## config.mk

```make
export PLATFORM = sky130hd
export DESIGN_NAME = calc_stream_ctrl
export DESIGN_NICKNAME = d
export VERILOG_FILES = /design/src/rtl/calc_stream_ctrl.sv
export SDC_FILE = /design/constraint.sdc
export NUM_CORES = 1
export LEC_CHECK = 0
export BUFFER_PORTS_ARGS = -buffer_cell sky130_fd_sc_hd__buf_2
export CORE_MARGIN = 3
export CORE_UTILIZATION = 30
export CTS_BUF_LIST = sky130_fd_sc_hd__clkbuf_16
export DETAILED_ROUTE_END_ITERATION = 16
export PLACE_DENSITY = 0.55
export SETUP_SLACK_MARGIN = 0.3
export SYNTH_ARGS = -nofsm -noshare
export SYNTH_HDL_FRONTEND = slang
export SYNTH_SLANG_ARGS = --single-unit
```

## constraint.sdc

```tcl
create_clock -name clk_i -period 5.25 [get_ports clk_i]
set_clock_uncertainty 0.1 [all_clocks]
set_input_delay 0 -clock clk_i [delete_from_list [all_inputs] [get_ports clk_i]]
set_output_delay 0 -clock clk_i [all_outputs]
set_load 0.01 [all_outputs]
```

## src/rtl/calc_stream_ctrl.sv

```systemverilog
// Streaming memory-to-memory add/sub controller: reads operand pairs, packs LANES results per word.
// Optional macro CALC_STREAM_SAT_EN selects saturating arithmetic instead of wrap-around.
module calc_stream_ctrl #(
  parameter int ADDR_W = 8,
  parameter int DATA_W = 32,
  parameter int LANES  = 2,
  localparam int WORD_W = DATA_W * LANES
) (
  input  logic              clk_i,
  input  logic              rst_ni,
  input  logic              start_i,
  input  logic              mode_i,
  input  logic [ADDR_W-1:0] rd_start_addr_i,
  input  logic [ADDR_W-1:0] rd_end_addr_i,
  input  logic [ADDR_W-1:0] wr_start_addr_i,
  input  logic [ADDR_W-1:0] wr_end_addr_i,
  output logic              busy_o,
  output logic              done_o,
  output logic              err_o,
  output logic              ovf_o,
  output logic              r_en_o,
  output logic [ADDR_W-1:0] r_addr_o,
  input  logic [WORD_W-1:0] r_data_i,
  output logic              w_en_o,
  output logic [ADDR_W-1:0] w_addr_o,
  output logic [WORD_W-1:0] w_data_o,
  output logic [2:0]        state_o
);

  // Handshake: start_i is sampled only in IDLE; busy_o covers RD_A..WRITE, done_o pulses
  // one cycle in DONE with err_o valid alongside it; start_i outside IDLE has no effect.
  localparam logic [2:0] S_IDLE  = 3'd0;
  localparam logic [2:0] S_RD_A  = 3'd1;
  localparam logic [2:0] S_RD_B  = 3'd2;
  localparam logic [2:0] S_CALC  = 3'd3;
  localparam logic [2:0] S_WRITE = 3'd4;
  localparam logic [2:0] S_DONE  = 3'd5;

  localparam int LIDX_W = (LANES > 1) ? $clog2(LANES) : 1;

  logic [2:0]        state;
  logic [ADDR_W-1:0] rd_ptr, rd_end, wr_ptr, wr_end;
  logic              mode;
  logic              rd_last;
  logic [DATA_W-1:0] op_a;
  logic [WORD_W-1:0] lane_buf;
  logic [LIDX_W-1:0] lane_idx;
  logic              err_q, ovf_q;

  logic              range_bad;
  logic              lane_full;
  logic [DATA_W-1:0] op_b;
  logic [DATA_W:0]   add_ext, sub_ext;
  logic [DATA_W-1:0] alu_res;
  logic              alu_ovf;

  // Odd operand count is detected from the LSBs: end-start+1 odd <=> end[0]==start[0].
  assign range_bad = (rd_end_addr_i < rd_start_addr_i) ||
                     (wr_end_addr_i < wr_start_addr_i) ||
                     (rd_end_addr_i[0] == rd_start_addr_i[0]);

  assign lane_full = (lane_idx == LIDX_W'(LANES - 1));
  assign op_b      = r_data_i[DATA_W-1:0];

  always_comb begin
    add_ext = {1'b0, op_a} + {1'b0, op_b};
    sub_ext = {1'b0, op_a} - {1'b0, op_b};
    alu_ovf = mode ? sub_ext[DATA_W] : add_ext[DATA_W];
`ifdef CALC_STREAM_SAT_EN
    if (alu_ovf) begin
      alu_res = mode ? '0 : '1;
    end else begin
      alu_res = mode ? sub_ext[DATA_W-1:0] : add_ext[DATA_W-1:0];
    end
`else
    alu_res = mode ? sub_ext[DATA_W-1:0] : add_ext[DATA_W-1:0];
`endif
  end

  always_ff @(posedge clk_i or negedge rst_ni) begin
    if (!rst_ni) begin
      state    <= S_IDLE;
      rd_ptr   <= '0;
      rd_end   <= '0;
      wr_ptr   <= '0;
      wr_end   <= '0;
      mode     <= 1'b0;
      rd_last  <= 1'b0;
      op_a     <= '0;
      lane_buf <= '0;
      lane_idx <= '0;
      err_q    <= 1'b0;
      ovf_q    <= 1'b0;
    end else begin
      case (state)
        S_IDLE: begin
          if (start_i) begin
            ovf_q    <= 1'b0;
            lane_buf <= '0;
            lane_idx <= '0;
            rd_last  <= 1'b0;
            if (range_bad) begin
              err_q <= 1'b1;
              state <= S_DONE;
            end else begin
              err_q  <= 1'b0;
              mode   <= mode_i;
              rd_ptr <= rd_start_addr_i;
              rd_end <= rd_end_addr_i;
              wr_ptr <= wr_start_addr_i;
              wr_end <= wr_end_addr_i;
              state  <= S_RD_A;
            end
          end
        end
        S_RD_A: begin
          // An even count guarantees the B operand still lies within the window.
          rd_ptr <= rd_ptr + 1'b1;
          state  <= S_RD_B;
        end
        S_RD_B: begin
          op_a <= r_data_i[DATA_W-1:0];
          if (rd_ptr == rd_end) begin
            rd_last <= 1'b1;
          end else begin
            rd_ptr <= rd_ptr + 1'b1;
          end
          state <= S_CALC;
        end
        S_CALC: begin
          lane_buf[lane_idx*DATA_W +: DATA_W] <= alu_res;
          ovf_q    <= ovf_q | alu_ovf;
          lane_idx <= lane_idx + 1'b1;
          state    <= (lane_full || rd_last) ? S_WRITE : S_RD_A;
        end
        S_WRITE: begin
          lane_buf <= '0;
          lane_idx <= '0;
          if (rd_last) begin
            err_q <= 1'b0;
            state <= S_DONE;
          end else if (wr_ptr == wr_end) begin
            err_q <= 1'b1;
            state <= S_DONE;
          end else begin
            wr_ptr <= wr_ptr + 1'b1;
            state  <= S_RD_A;
          end
        end
        S_DONE:  state <= S_IDLE;
        default: state <= S_IDLE;
      endcase
    end
  end

  assign r_en_o   = (state == S_RD_A) || (state == S_RD_B);
  assign r_addr_o = r_en_o ? rd_ptr : '0;
  assign w_en_o   = (state == S_WRITE);
  assign w_addr_o = w_en_o ? wr_ptr : '0;
  assign w_data_o = w_en_o ? lane_buf : '0;
  assign busy_o   = (state == S_RD_A) || (state == S_RD_B) ||
                    (state == S_CALC) || (state == S_WRITE);
  assign done_o   = (state == S_DONE);
  assign err_o    = err_q;
  assign ovf_o    = ovf_q;
  assign state_o  = state;

  // Only lane 0 of each read word carries an operand.
  generate
    if (LANES > 1) begin : g_unused_rdata
      logic unused_rdata;
      assign unused_rdata = ^r_data_i[WORD_W-1:DATA_W];
    end
  endgenerate

endmodule

```

==> summary.txt, run 1 <==
Run status
  • Status: completed

Clocking
  • Clock Latency Late Sink: 0.43 ns
  • H-Tree Level Count: 4
  • Max Root-Sink Buffers: 2
  • CTS resizes: 0
  • Number of CTS-inserted buffers: 17
  • Clk root buf: clkbuf_16
  • CTS tree: done
  • CTS clk-pin slew, worst paths: 0.06 ns
  • Number of clock sinks: 136

Worst setup path
  • CP endpoint: lane_buf[30]
  • Critical path's top delay family: compound AO/OA/AOI/OAI gates
  • Critical path arrival: 3.85 ns
  • WP buf/inv: 0
  • Slowest Stage Delay on Critical Path: 0.83 ns
  • CP Capture Type: flip-flop
  • Startpoint types: flip-flop
  • Crit. path cell count: 8
  • FF-to-FF Start: op_a[19]
  • Worst R2R End: lane_buf[30]
  • CP Class: reg -> reg
  • WP data required: 5.46 ns
  • FF-to-FF path depth: 8
  • CP max-delay cell: o41ai_1
  • Critical-path maximum fanout: 12
  • R2R Setup Slk: 1.61 ns
  • Setup crit start: op_a[19]
  • CP Cell Sequence: ha_1, or2_1, o41ai_1, a2111oi_0, a2bb2oi_1, a21boi_1, or3_1, a32o_1

STA
  • Max Slew Vio Count: 0
  • Final period utilization: 69.3%
  • Max-Slew Margin vs Limit: 18.5%
  • Final setup violating endpoints: 0
  • RSZ-0062 raised after global routing: no
  • Setup WS post-layout: 1.61 ns
  • Hold WS: 0.121 ns
  • Fin. Hold Viols: 0
  • Setup_tns: 0 ns
  • Tmin final: 3.64 ns
  • Worst slew pin tran: 1.22 ns
  • Achievable Freq: 0.275 GHz

Floorplanning
  • Chip width: 191 um
  • FP Rows: 67
  • Die Height: 191 um
  • Total die area: 36600 um^2
  • Effective utilization at floorplan: 30.6%
  • CORE AREA: 33700 um^2
  • I/O Pins: 189

Placed design
  • Pre-CTS setup slack: 1.72 ns
  • Placer's final routability congestion estimate: 0.897
  • DP Area: 11400 um^2
  • Port Buffers: 156
  • Cell total after placement: 1745
  • Placed wire-length estimate: 23800 um

Global routing
  • Vias in the first global route: 9316
  • First-pass GRT wire length: 51100 um
  • GRT Total Usage: 17.5%
  • Grt total ovfl: 0
  • Antenna violations before repair: 0
  • Largest net degree at the start of global routing: 85

Logic synthesis
  • Gate Count Post-Synth: 1212
  • EDFF count, synth: 0
  • Seq/Total Area, Yosys: 33.0%
  • Mean post-synth cell area: 8.50 um^2
  • Synth Cell Area: 10300 um^2
  • Post-synthesis net count: 1396
  • Yosys cell types: 79
  • Yosys warns: 0
  • Post-synth ARST share: 100%
  • Most used DFF post-synth: dfrtp_1
  • Yosys reg bits: 136

Power and ir drop
  • Power per Cell Area: 590 nW/um^2
  • Int Power: 3.99 mW
  • Sequential group share of total power: 24.4%
  • Worst vdd ir: 0.000253 V
  • Pwr Total: 7.51 mW
  • Sw Pwr: 3.52 mW
  • Leak pwr: 6.21 nW
  • Gate power share: 57.6%
  • Switching share of power: 46.9%
  • Clock power frac: 17.9%

Detailed routing
  • Vias post-DR: 9482
  • WL final: 32100 um
  • DRT Pass-1 Iters: 5
  • Vias/cell: 5.14
  • Initial drt markers: 646
  • Antenna Nets Post-Route: 0
  • Detail-routed net length per standard cell: 17.4 um
  • Drt drc: 0

Layout
  • Share of cells above drive strength 1: 19.0%
  • Final Non-Filler Cells: 1844
  • ANT cells: 0
  • Fin util: 37.8%
  • Post-route cell area: 12700 um^2
  • Fin nets: 1567
  • Area Growth Syn to Fin: 23.6%

Worst hold path
  • Worst Hold Class: in -> async

Job
  • Max-cap violations: 0
-- sequential cells by signal, summed over array words and instances, names as in the netlist --
register	flops
state_o	3
wr_ptr	8
err_o	1
lane_buf	64
mode	1
ovf_o	1
lane_full	1
rd_ptr	8
rd_end	8
op_a	32
rd_last	1
wr_end	8
-- area by class of cell --
type / instances / area (um^2)
clock inverters: 15 / 225
inverters: 94 / 353
flip-flops and latches: 136 / 3400
well taps: 448 / 561
multi-input cells: 900 / 6220
repair buffers: 234 / 1540
clock buffers: 17 / 425
fillers: 3509 / 21000
-- placed cells by master, fill, tap and decap left out, types with 22 or more instances in the layout --
| master | n |
|---|---|
| mux2_2 | 48 |
| a22o_1 | 22 |
| o21ai_0 | 92 |
| inv_1 | 94 |
| buf_2 | 155 |
| dfrtp_1 | 135 |
| nor3_1 | 27 |
| dlygate4sd3_1 | 67 |
| nand2_1 | 73 |
| ha_1 | 82 |
| and3_1 | 75 |
| nor2_1 | 71 |
| xnor2_1 | 34 |
| nand3_1 | 50 |
| a21oi_1 | 101 |
-- kinds of logic after synthesis --
| logic type | share of synthesized area [%] |
|---|---|
| compound gates | 21.2 |
| xor+xnor | 3.83 |
| fa+ha+maj | 10.3 |
| buf+inv | 6.75 |
| flops | 33.0 |
| mux | 6.22 |
| simple gates | 18.6 |
-- how the worst min path moves through the flow --
| stage | startpoint | depth (start not counted) | to | slack (ns) |
|---|---|---|---|---|
| floorplan | rst_ni | 0 | err_o | -0.40 |
| detailed placement | rst_ni | 1 | wr_ptr[7] | 0.04 |
| global placement | rst_ni | 1 | wr_ptr[7] | 0.02 |
| finish | rst_ni | 2 | lane_buf[3] | 0.12 |
| global route | rst_ni | 2 | lane_buf[3] | 0.20 |
| CTS | rst_ni | 2 | wr_end[7] | 0.16 |
-- cell usage after synthesis, drive strengths merged (12+ instances only) --
master / number / share of area [%]
mux2: 48 / 5.2
ha: 82 / 10
o31ai: 14 / 1.0
o21ai: 97 / 4.7
nand3: 50 / 2.4
clkbuf: 63 / 2.3
inv: 94 / 3.4
and3: 75 / 4.6
a21oi: 101 / 4.9
dfrtp: 136 / 33
nor2: 72 / 2.6
a22o: 22 / 1.9
nand4: 12 / 0.79
nand2: 73 / 2.7
buf: 19 / 1.0
xnor2: 34 / 2.9
nor3: 28 / 1.4
-- routing by layer --
metal	vias up	GRT usage, %	share of wire (%)
li1	4683	-	-
met1	4504	25.0	49
met2	276	27.8	45
met3	19	3.06	5.4
met4	0	3.75	0.97
met5	-	0	0
-- power by group through the flow --
stage / clock, mW / sequential [mW] / combinational [mW]
finish: 1.35 / 1.83 / 4.33
global route: 1.42 / 1.90 / 4.84
detailed placement: 0 / 1.85 / 4.26
CTS: 1.38 / 1.83 / 4.32
global placement: 0 / 1.83 / 4.23
floorplan: 0 / 1.71 / 3.21
-- timing repair --
| item | CTS | global route |
|---|---|---|
| hold endpoints to repair | 155 | 0 |
| endpoints found under the setup margin | 0 | 0 |
| hold buffers | 67 | 0 |
| setup buffers | 0 | 0 |
Note: power is estimated with default switching activity, not from simulation.
==> run 2: changes to the inputs <==
==> constraint.sdc (replaced) <==
create_clock -name clk_i -period 3.8 [get_ports clk_i]
set_clock_uncertainty 0.1 [all_clocks]
set_input_delay 0 -clock clk_i [delete_from_list [all_inputs] [get_ports clk_i]]
set_output_delay 0 -clock clk_i [all_outputs]
set_load 0.01 [all_outputs]
==> summary.txt, run 2 (same netlist as run 1, synthesis figures left out) <==
Run status
  • Status: completed

STA
  • Fin. Hold Viols: 0 (unchanged)
  • Achievable Freq: 0.299 GHz (+8.9%)
  • RSZ-0062 raised after global routing: yes
  • Tmin final: 3.34 ns (-0.296 ns)
  • Setup_tns: 0 ns (unchanged)
  • Final setup violating endpoints: 0 (unchanged)
  • Final period utilization: 87.9% (+19 points)
  • Worst slew pin tran: 0.838 ns (-0.380 ns)
  • Max Slew Vio Count: 0 (unchanged)
  • Max-Slew Margin vs Limit: 44.1% (+26 points)
  • Setup WS post-layout: 0.460 ns (-1.15 ns)

Placed design
  • Placed wire-length estimate: 24100 um (+1.2%)
  • Port Buffers: 156 (unchanged)
  • Cell total after placement: 1751 (+0.34%)
  • Placer's final routability congestion estimate: 0.899 (+0.32%)
  • Pre-CTS setup slack: 0.366 ns (-1.35 ns)

Layout
  • Largest regs: lane_buf (64), op_a (32)
  • Filler instances: 3492 (-0.48%)
  • Max reg flops: 64 (unchanged)
  • Most common cell after layout, fill and taps aside: buf_2
  • Area Growth Syn to Fin: 24.0%
  • Share of cells above drive strength 1: 19.6% (+0.63 points)
  • Area of the multi-input gates: 6240 um^2 (+0.36%)
  • Most frequent cells in the layout: 155 x buf_2, 135 x dfrtp_1, 101 x a21oi_1
  • ANT cells: 0 (unchanged)
  • Fin nets: 1573 (+0.38%)
  • Final Non-Filler Cells: 1850 (+0.33%)
  • Biggest register: lane_buf
  • Flip-flop and latch area: 3400 um^2 (unchanged)

Clocking
  • CTS tree: done
  • Number of clock sinks: 136 (unchanged)
  • Clk root buf: clkbuf_16
  • Clock Latency Late Sink: 0.44 ns (about the same)
  • Max Root-Sink Buffers: 2 (unchanged)
  • Number of CTS-inserted buffers: 17 (unchanged)
  • CTS clk-pin slew, worst paths: 0.07 ns (about the same)
  • H-Tree Level Count: 4 (unchanged)

Detailed routing
  • DRT Pass-1 Iters: 5 (unchanged)
  • WL final: 32400 um (+0.85%)
  • Vias post-DR: 9550 (+0.72%)
  • Drt drc: 0 (unchanged)
  • Initial drt markers: 590 (-8.7%)
  • Detail-routed net length per standard cell: 17.5 um (+0.52%)
  • Vias/cell: 5.16 (+0.39%)
  • Antenna Nets Post-Route: 0 (unchanged)

Floorplanning
  • CORE AREA: 33700 um^2 (unchanged)
  • Chip width: 191 um (unchanged)
  • Die Height: 191 um (unchanged)
  • Effective utilization at floorplan: 30.6% (unchanged)
  • I/O Pins: 189 (unchanged)
  • Total die area: 36600 um^2 (unchanged)
  • FP Rows: 67 (unchanged)

Worst setup path
  • Critical path arrival: 3.56 ns (-0.29 ns)
  • CP Capture Type: flip-flop
  • Startpoint types: flip-flop
  • WP data required: 4.02 ns (-1.44 ns)
  • CP Class: reg -> reg
  • Critical-path maximum fanout: 4 (-8)

Global routing
  • Largest net degree at the start of global routing: 81 (-4.7%)
  • First-pass GRT wire length: 51300 um (+0.49%)
  • GRT Total Usage: 17.5% (about the same)
  • Antenna violations before repair: 0 (unchanged)
  • Vias in the first global route: 9327 (+0.12%)
  • Grt total ovfl: 0 (unchanged)

Job
  • Max-cap violations: 0 (unchanged)

Power and ir drop
  • Int Power: 5.45 mW (+37%)
  • Clock power frac: 17.5% (-0.4 points)
  • Sequential group share of total power: 24.5% (about the same)
  • Leak pwr: 6.25 nW (+0.66%)
  • Gate power share: 58.0% (+0.4 points)
  • Sw Pwr: 4.98 mW (+41%)
  • Power per Cell Area: 816 nW/um^2 (+38%)
  • Switching share of power: 47.7% (+0.80 points)
  • Worst vdd ir: 0.000365 V (+45%)

Worst hold path
  • Worst Hold Class: in -> async
-- run 2: cell count changes in the layout (fill, tap and decap cells not counted), sizes merged --
| cell | previous run | this run |
|---|---|---|
| buf | 167 | 173 |
| bufinv | 5 | 3 |
| clkinv | 6 | 2 |
| clkinvlp | 3 | 0 |
| inv | 95 | 104 |
-- run 2: worst max-delay path, cell delays in order (launching register included) --
cell and delay, ns:
dfrtp_1 0.34, inv_1 0.07, ha_1 0.20, fa_1 0.38
nor2b_1 0.16, o2111ai_1 0.25, a21oi_1 0.28, o211ai_1 0.13
nand2_1 0.18, a21oi_1 0.12, o41ai_1 0.50, o21ai_0 0.23
a32o_1 0.29
-- run 2: path summary, 6_finish.rpt --
check | start | to | slack, ns | depth (start not counted)
worst max-delay path | op_a[0] | lane_buf[62] | 0.46 | 12
min in group clk_i | r_data_i[16] | op_a[16] | 0.27 | 3
max in group asynchronous | rst_ni | rd_end[2] | 2.58 | 3
worst max register to register | op_a[0] | lane_buf[62] | 0.46 | 12
worst min-delay path | rst_ni | lane_buf[3] | 0.1 | 2
worst min register to register | lane_buf[58] | lane_buf[58] | 0.38 | 2
-- run 2: metal layers --
layer / vias to the layer above / GRT usage, % / share of wire, % / wire [um]
li1: 4704 / - / - / -
met1: 4588 / 24.5 / 49 / 15800
met2: 233 / 28.2 / 45 / 14600
met3: 25 / 3.21 / 4.9 / 1580
met4: 0 / 3.90 / 1.2 / 391
met5: - / 0 / 0 / 0
-- run 2: final cells by class --
| type | instances | share of cell area [%] |
|---|---|---|
| multi-input cells | 900 | 48.9 |
| flip-flops and latches | 136 | 26.7 |
| repair buffers | 240 | 12.4 |
| well taps | 448 | 4.39 |
| clock buffers | 17 | 3.33 |
| inverters | 94 | 2.76 |
| clock inverters | 15 | 1.61 |
-- run 2: power by group through the flow --
stage | registers [mW] | clock network [mW] | logic [mW]
detailed placement | 2.58 | 0 | 5.91
CTS | 2.56 | 1.87 | 5.99
global route | 2.65 | 1.93 | 6.72
finish | 2.56 | 1.82 | 6.05
global placement | 2.56 | 0 | 5.86
floorplan | 2.37 | 0 | 4.44
-- run 2: per-stage QoR --
stage / util [%] / power (mW) / cell area, um^2 / hold WS, ns
global route: 37.9 / 11.3 / 12800 / 0.165
detailed placement: 34.0 / 8.49 / 11500 / 0.0157
global placement: 34.0 / 8.41 / 11500 / 0.00818
CTS: 37.8 / 10.4 / 12800 / 0.133
floorplan: - / 6.80 / 10300 / -0.396
finish: 37.9 / 10.4 / 12800 / 0.0951
-- run 2: timing repair --
action                     4_1_cts  5_1_grt
resized for setup                0        4
setup endpoints to repair        0       10
buffers inserted                 0        0
hold buffers                    67        0
hold endpoints to repair       150        0
